===== config.mk =====
export PLATFORM = sky130hd
export DESIGN_NAME = ds1302_slave
export DESIGN_NICKNAME = d
export VERILOG_FILES = /design/src/rtl/ds1302_slave.sv
export SDC_FILE = /design/constraint.sdc
export NUM_CORES = 2
export LEC_CHECK = 0
export ABC_AREA = 1
export CAP_MARGIN = 20
export CORE_ASPECT_RATIO = 1.75
export CORE_MARGIN = 8
export CORE_UTILIZATION = 58
export CTS_CLUSTER_DIAMETER = 30
export DETAILED_ROUTE_END_ITERATION = 6
export HOLD_SLACK_MARGIN = 0.06
export PLACE_DENSITY = 0.74
export SLEW_MARGIN = 5
export SYNTH_ARGS = -nofsm -noshare
export SYNTH_HDL_FRONTEND = slang
export SYNTH_SLANG_ARGS = --single-unit

===== constraint.sdc =====
create_clock -name clk -period 3 [get_ports clk]
set_input_delay 0.6 -clock clk [delete_from_list [all_inputs] [get_ports clk]]
set_output_delay 0.6 -clock clk [all_outputs]
set_load 0.05 [all_outputs]

===== src/rtl/ds1302_slave.sv =====
// ds1302_slave: DS1302-style 3-wire serial responder with a 2x32-byte
// register file that is also reachable through a local parallel port.
module ds1302_slave (
  input  logic       clk,
  input  logic       reset_n,
  input  logic       ce_in,
  input  logic       sclk_in,
  input  logic       io_in,
  output logic       io_out,
  output logic       io_oe,
  input  logic [5:0] loc_addr,
  input  logic [7:0] loc_wdata,
  input  logic       loc_we,
  output logic [7:0] loc_rdata,
  output logic       wr_strobe,
  output logic       rd_strobe,
  output logic [5:0] evt_addr,
  output logic       loc_collision
);

  typedef enum logic [2:0] {
    S_IDLE,
    S_CMD,
    S_WDATA,
    S_RDATA,
    S_DONE
  } state_t;

  state_t     state, state_n;
  logic       ce_s1, ce_s2, ce_q;
  logic       sclk_s1, sclk_s2, sclk_q;
  logic       io_s1, io_s2, io_q;
  logic       ce_rise, ce_fall;
  logic       sclk_rise, sclk_fall;
  logic [3:0] cnt, cnt_n;
  logic [6:0] shreg, shreg_n;
  logic [7:0] shifted;
  logic [5:0] addr, addr_n;
  logic [7:0] rbuf, rbuf_n;
  logic       io_out_n, io_oe_n;
  logic       wr_evt, rd_evt;
  logic       wp, ser_ok, loc_ok, clash;
  logic [7:0] mem [64];

  // CE resets high so a CE held across reset never looks like a new rise
  always_ff @(posedge clk or negedge reset_n) begin
    if (!reset_n) begin
      ce_s1   <= 1'b1;
      ce_s2   <= 1'b1;
      ce_q    <= 1'b1;
      sclk_s1 <= 1'b0;
      sclk_s2 <= 1'b0;
      sclk_q  <= 1'b0;
      io_s1   <= 1'b0;
      io_s2   <= 1'b0;
      io_q    <= 1'b0;
    end else begin
      ce_s1   <= ce_in;
      ce_s2   <= ce_s1;
      ce_q    <= ce_s2;
      sclk_s1 <= sclk_in;
      sclk_s2 <= sclk_s1;
      sclk_q  <= sclk_s2;
      io_s1   <= io_in;
      io_s2   <= io_s1;
      io_q    <= io_s2;
    end
  end

  assign ce_rise   = ce_s2 & ~ce_q;
  assign ce_fall   = ~ce_s2 & ce_q;
  assign sclk_rise = sclk_s2 & ~sclk_q;
  assign sclk_fall = ~sclk_s2 & sclk_q;
  assign shifted   = {io_q, shreg};

  always_comb begin
    state_n  = state;
    cnt_n    = cnt;
    shreg_n  = shreg;
    addr_n   = addr;
    rbuf_n   = rbuf;
    io_out_n = io_out;
    io_oe_n  = io_oe;
    wr_evt   = 1'b0;
    rd_evt   = 1'b0;
    if (ce_fall) begin
      state_n  = S_IDLE;
      io_oe_n  = 1'b0;
      io_out_n = 1'b0;
    end else begin
      unique case (state)
        S_IDLE: begin
          if (ce_rise) begin
            state_n = S_CMD;
            cnt_n   = 4'd0;
            shreg_n = 7'd0;
          end
        end
        S_CMD: begin
          if (sclk_rise) begin
            shreg_n = shifted[7:1];
            cnt_n   = cnt + 4'd1;
            if (cnt == 4'd7) begin
              cnt_n  = 4'd0;
              addr_n = shifted[6:1];
              if (!shifted[7]) begin
                state_n = S_DONE;
              end else if (shifted[0]) begin
                state_n = S_RDATA;
                rd_evt  = 1'b1;
                rbuf_n  = mem[shifted[6:1]];
              end else begin
                state_n = S_WDATA;
              end
            end
          end
        end
        S_WDATA: begin
          if (sclk_rise) begin
            shreg_n = shifted[7:1];
            cnt_n   = cnt + 4'd1;
            if (cnt == 4'd7) begin
              wr_evt  = 1'b1;
              state_n = S_DONE;
            end
          end
        end
        S_RDATA: begin
          if (sclk_fall) begin
            if (cnt == 4'd8) begin
              io_oe_n  = 1'b0;
              io_out_n = 1'b0;
              state_n  = S_DONE;
            end else begin
              io_oe_n  = 1'b1;
              io_out_n = rbuf[cnt[2:0]];
              cnt_n    = cnt + 4'd1;
            end
          end
        end
        S_DONE: begin
          state_n = S_DONE;
        end
        default: begin
          state_n = S_IDLE;
        end
      endcase
    end
  end

  always_ff @(posedge clk or negedge reset_n) begin
    if (!reset_n) begin
      state <= S_IDLE;
      cnt   <= 4'd0;
      shreg <= 7'd0;
      addr  <= 6'd0;
      rbuf  <= 8'd0;
    end else begin
      state <= state_n;
      cnt   <= cnt_n;
      shreg <= shreg_n;
      addr  <= addr_n;
      rbuf  <= rbuf_n;
    end
  end

  // WP only lets clock index 7 through; serial commit beats a local write
  assign wp     = mem[7][7];
  assign ser_ok = wr_evt & ((addr == 6'd7) | ~wp);
  assign clash  = wr_evt & loc_we;
  assign loc_ok = loc_we & ~wr_evt & ((loc_addr == 6'd7) | ~wp);

  always_ff @(posedge clk or negedge reset_n) begin
    if (!reset_n) begin
      for (int i = 0; i < 64; i++)
        mem[i] <= 8'd0;
    end else if (ser_ok) begin
      mem[addr] <= shifted;
    end else if (loc_ok) begin
      mem[loc_addr] <= loc_wdata;
    end
  end

  always_ff @(posedge clk or negedge reset_n) begin
    if (!reset_n) begin
      io_out        <= 1'b0;
      io_oe         <= 1'b0;
      wr_strobe     <= 1'b0;
      rd_strobe     <= 1'b0;
      loc_collision <= 1'b0;
      loc_rdata     <= 8'd0;
      evt_addr      <= 6'd0;
    end else begin
      io_out        <= io_out_n;
      io_oe         <= io_oe_n;
      wr_strobe     <= wr_evt;
      rd_strobe     <= rd_evt;
      loc_collision <= clash;
      loc_rdata     <= mem[loc_addr];
      if (wr_evt || rd_evt)
        evt_addr <= addr_n;
    end
  end

endmodule


==> metrics <==
minimum period implied by the final worst setup slack=2.989 ns; syn nets=5930; sum of negative setup slack=0 ns; global-route wire length before repair=298.0 mm; Critical Path Source Type=flop; ys async rst share=100.0%; Num Clock Sinks=568; area growth from synthesis to layout=17.72%; maximum number of buffers from clock root to sink=3; run status=finished, violations left; Static Leakage=21.03 nW; Worst Clk Skew=between 0.03 and 0.04 ns; worst slew pin tran=approximately 1.0 ns; H-tree level count=3; Final WS setup=about 0.011 ns; ys flop type=sky130_fd_sc_hd__dfrtp_1; peak supply drop=677.8 uV; Pwr Density=515.2 nW/um2; routability cong.=1.099; Total Nets Final=6043; number of global-route vias before repair=44.88k; Die Height=roughly 360 um; Highest Clock Rate=334.5 MHz; Gate Count Post-Synth=5906; Vias per Instance=6.706; Floorplan Core Area=66000 um2; final slew viol count=0; antenna violations before repair=14; standard-cell rows=125; total setup violations reported at the end of the flow=0; element type at the critical path end=flop; HPWL Detailed=~130 mm; wire length per cell=a little under 30 um; total routing usage reported by global routing=a little over half; root buffer cell=sky130_fd_sc_hd__clkbuf_16; data required time at the worst endpoint=3.58 ns; overall overflow remaining after global route=0; sequential fraction of the synthesis area=a little under two fifths; initial standard-cell utilization of the core=58.13%; class of the most critical setup path=flop to flop; DRT Pass-1 Iters=7; post-synthesis sequential element count=568; failing checks=design-rule violations; proportion of layout cells with a drive suffix above 1=12.22%; via count of the routed design=46.95k; number of buffers added by the clock tree synthesis step=98; mean cell area of the mapped netlist=6.496 um2; data arrival time of the critical path=3.57 ns; Netlist Area Pre-Place=between 30000 and 40000 um2; Worst Path Max Fanout=27; DRT iter0 DRCs=7985; TritonCTS clock tree=done; RSZ-0062 raised after global routing=true; number of routed nets with antenna violations=0; largest net degree at the start of global routing=93; Placement Setup Slack=-0.5275 ns; warnings from Yosys=0; kind of path behind the tightest hold check=primary input to flop; clock latency at the later pin of the worst-skew pair=0.70 ns; final hold vios=0; clk slew on worst S/H paths=0.06 ns; number of buffers added on ports=38; number of enable flip-flop cells after synthesis=0; count of max-cap constraint violations=0; floorplan die area=74960 um2; I/O pin count=39; final routed DRC violation total=13; Netlist cell types=50; worst slew slack as a fraction of its limit=30.10%; die outline width=210.4 um; total wire length=205.8 mm; period utilization=99.64%; post-route core utilization=68.43%
power by group:
group	switching, W	internal, W
clock	0.00460	0.00731
sequential	0.000200	0.00780
combinational	0.00252	0.000828
metrics by stage:
step / total power [W] / instance area, um2 / hold slack (ns) / instances
floorplan: 0.009546 / 38370 / 0.3044 / 5906
global placement: 0.01118 / 41590 / 0.3439 / 6807
detailed placement: 0.01119 / 41590 / 0.3463 / 6807
CTS: 0.02287 / 45060 / 0.3502 / 6992
global route: 0.02358 / 45140 / 0.3586 / 6992
finish: 0.02327 / 45170 / 0.3522 / 7001
final timing paths:
path	to	depth (start not counted)	slack, ns	start
setup / recovery	mem[470]	13	0.01	addr[4]
hold / removal	ce_s1	1	0.35	ce_in
setup reg to reg	mem[470]	13	0.01	addr[4]
hold reg to reg	ce_s2	0	0.36	ce_s1
max in group asynchronous	ce_s1	3	1.50	reset_n
min in group asynchronous	mem[240]	2	0.50	reset_n
synthesized netlist by cell type, drive strengths merged, types with 3 or more instances:
cell type	count	share of area, %
a21oi	48	0.64
a22oi	64	1.3
buf	100	1.3
clkbuf	213	2.1
clkinv	7	0.068
dfrtp	565	37
dfstp	3	0.21
ha	4	0.13
inv	209	2.1
mux2	6	0.18
nand2	2751	28
nand3	954	13
nand4	67	1.1
nor2	258	4.2
nor3	31	0.52
o211ai	3	0.072
o21ai	578	7.6
o22ai	5	0.082
o2bb2ai	3	0.068
o31ai	23	0.45
cell usage in the layout (no fill, tap or decap), types with 29 or more instances in the layout:
cell,netlist,final
sky130_fd_sc_hd__nand4_1,67,67
sky130_fd_sc_hd__nand3_1,944,934
sky130_fd_sc_hd__nor2_1,181,181
sky130_fd_sc_hd__a22oi_1,64,64
sky130_fd_sc_hd__inv_1,168,167
sky130_fd_sc_hd__nand2_4,35,36
sky130_fd_sc_hd__a21oi_1,47,47
sky130_fd_sc_hd__inv_2,40,42
sky130_fd_sc_hd__nand2_2,48,56
sky130_fd_sc_hd__buf_4,10,224
sky130_fd_sc_hd__clkbuf_16,0,100
sky130_fd_sc_hd__nor2_4,28,30
sky130_fd_sc_hd__dfrtp_1,565,561
sky130_fd_sc_hd__o21ai_0,531,526
sky130_fd_sc_hd__buf_12,1,68
sky130_fd_sc_hd__o21ai_1,42,45
sky130_fd_sc_hd__nand2_1,2660,2651
sky130_fd_sc_hd__clkdlybuf4s50_1,0,29
registers in the layout, indices dropped and copies added, names as in the netlist, 3 cells and up:
| signal | flops |
|---|---|
| addr | 6 |
| cnt | 4 |
| evt_addr | 6 |
| loc_rdata | 8 |
| mem | 512 |
| rbuf | 8 |
| shreg | 7 |
| state | 3 |
logic make-up after synthesis:
logic type	share of synthesized area, %
AOI/OAI and AO/OA	10.31
buffers and inverters	5.521
and+or+nand+nor	46.79
muxes	0.1761
DFF	37.06
adders and majority gates	0.1304
xor gates and xnor gates	0.02283
worst max-delay path: stages, from the launching register on:
cell and delay [ns]:
sky130_fd_sc_hd__dfrtp_1 0.47, sky130_fd_sc_hd__nor2_2 0.22, sky130_fd_sc_hd__nand2_4 0.19, sky130_fd_sc_hd__nor2_4 0.34, sky130_fd_sc_hd__nor2_8 0.06, sky130_fd_sc_hd__inv_2 0.11, sky130_fd_sc_hd__nand2_4 0.24, sky130_fd_sc_hd__buf_12 0.26
sky130_fd_sc_hd__o21ai_0 0.10, sky130_fd_sc_hd__o21ai_1 0.18, sky130_fd_sc_hd__nor2_2 0.32, sky130_fd_sc_hd__inv_2 0.15, sky130_fd_sc_hd__nand2_1 0.12, sky130_fd_sc_hd__nand2_1 0.06
per-layer routing:
layer	global-route usage, %	vias up	share of wire (%)
met1	59.46	21360	30
met4	52.71	10	13
met5	0	-	0.035
met3	18.46	1560	15
met2	81.34	4389	42
li1	-	19630	-
what timing repair did:
| action | CTS | global route |
|---|---|---|
| gates resized for setup | 2 | 21 |
| buffers inserted | 0 | 0 |
| gates cloned | 0 | 0 |
| pin swaps | 0 | 1 |
| endpoints found under the hold margin | 38 | 0 |
| setup endpoints to repair | 14 | 265 |
| hold buffers | 1 | 0 |
cell type report:
| type | instances | area, um2 |
|---|---|---|
| well taps | 889 | 1112 |
| clock inverters | 69 | 800.8 |
| diodes | 9 | 22.52 |
| fillers | 5687 | 20840 |
| repair buffers | 326 | 3373 |
| flip-flops and latches | 568 | 14230 |
| multi-input cells | 4809 | 22150 |
| clock buffers | 115 | 2649 |
| inverters | 216 | 828.3 |
Note: power is estimated with default switching activity, not from simulation.
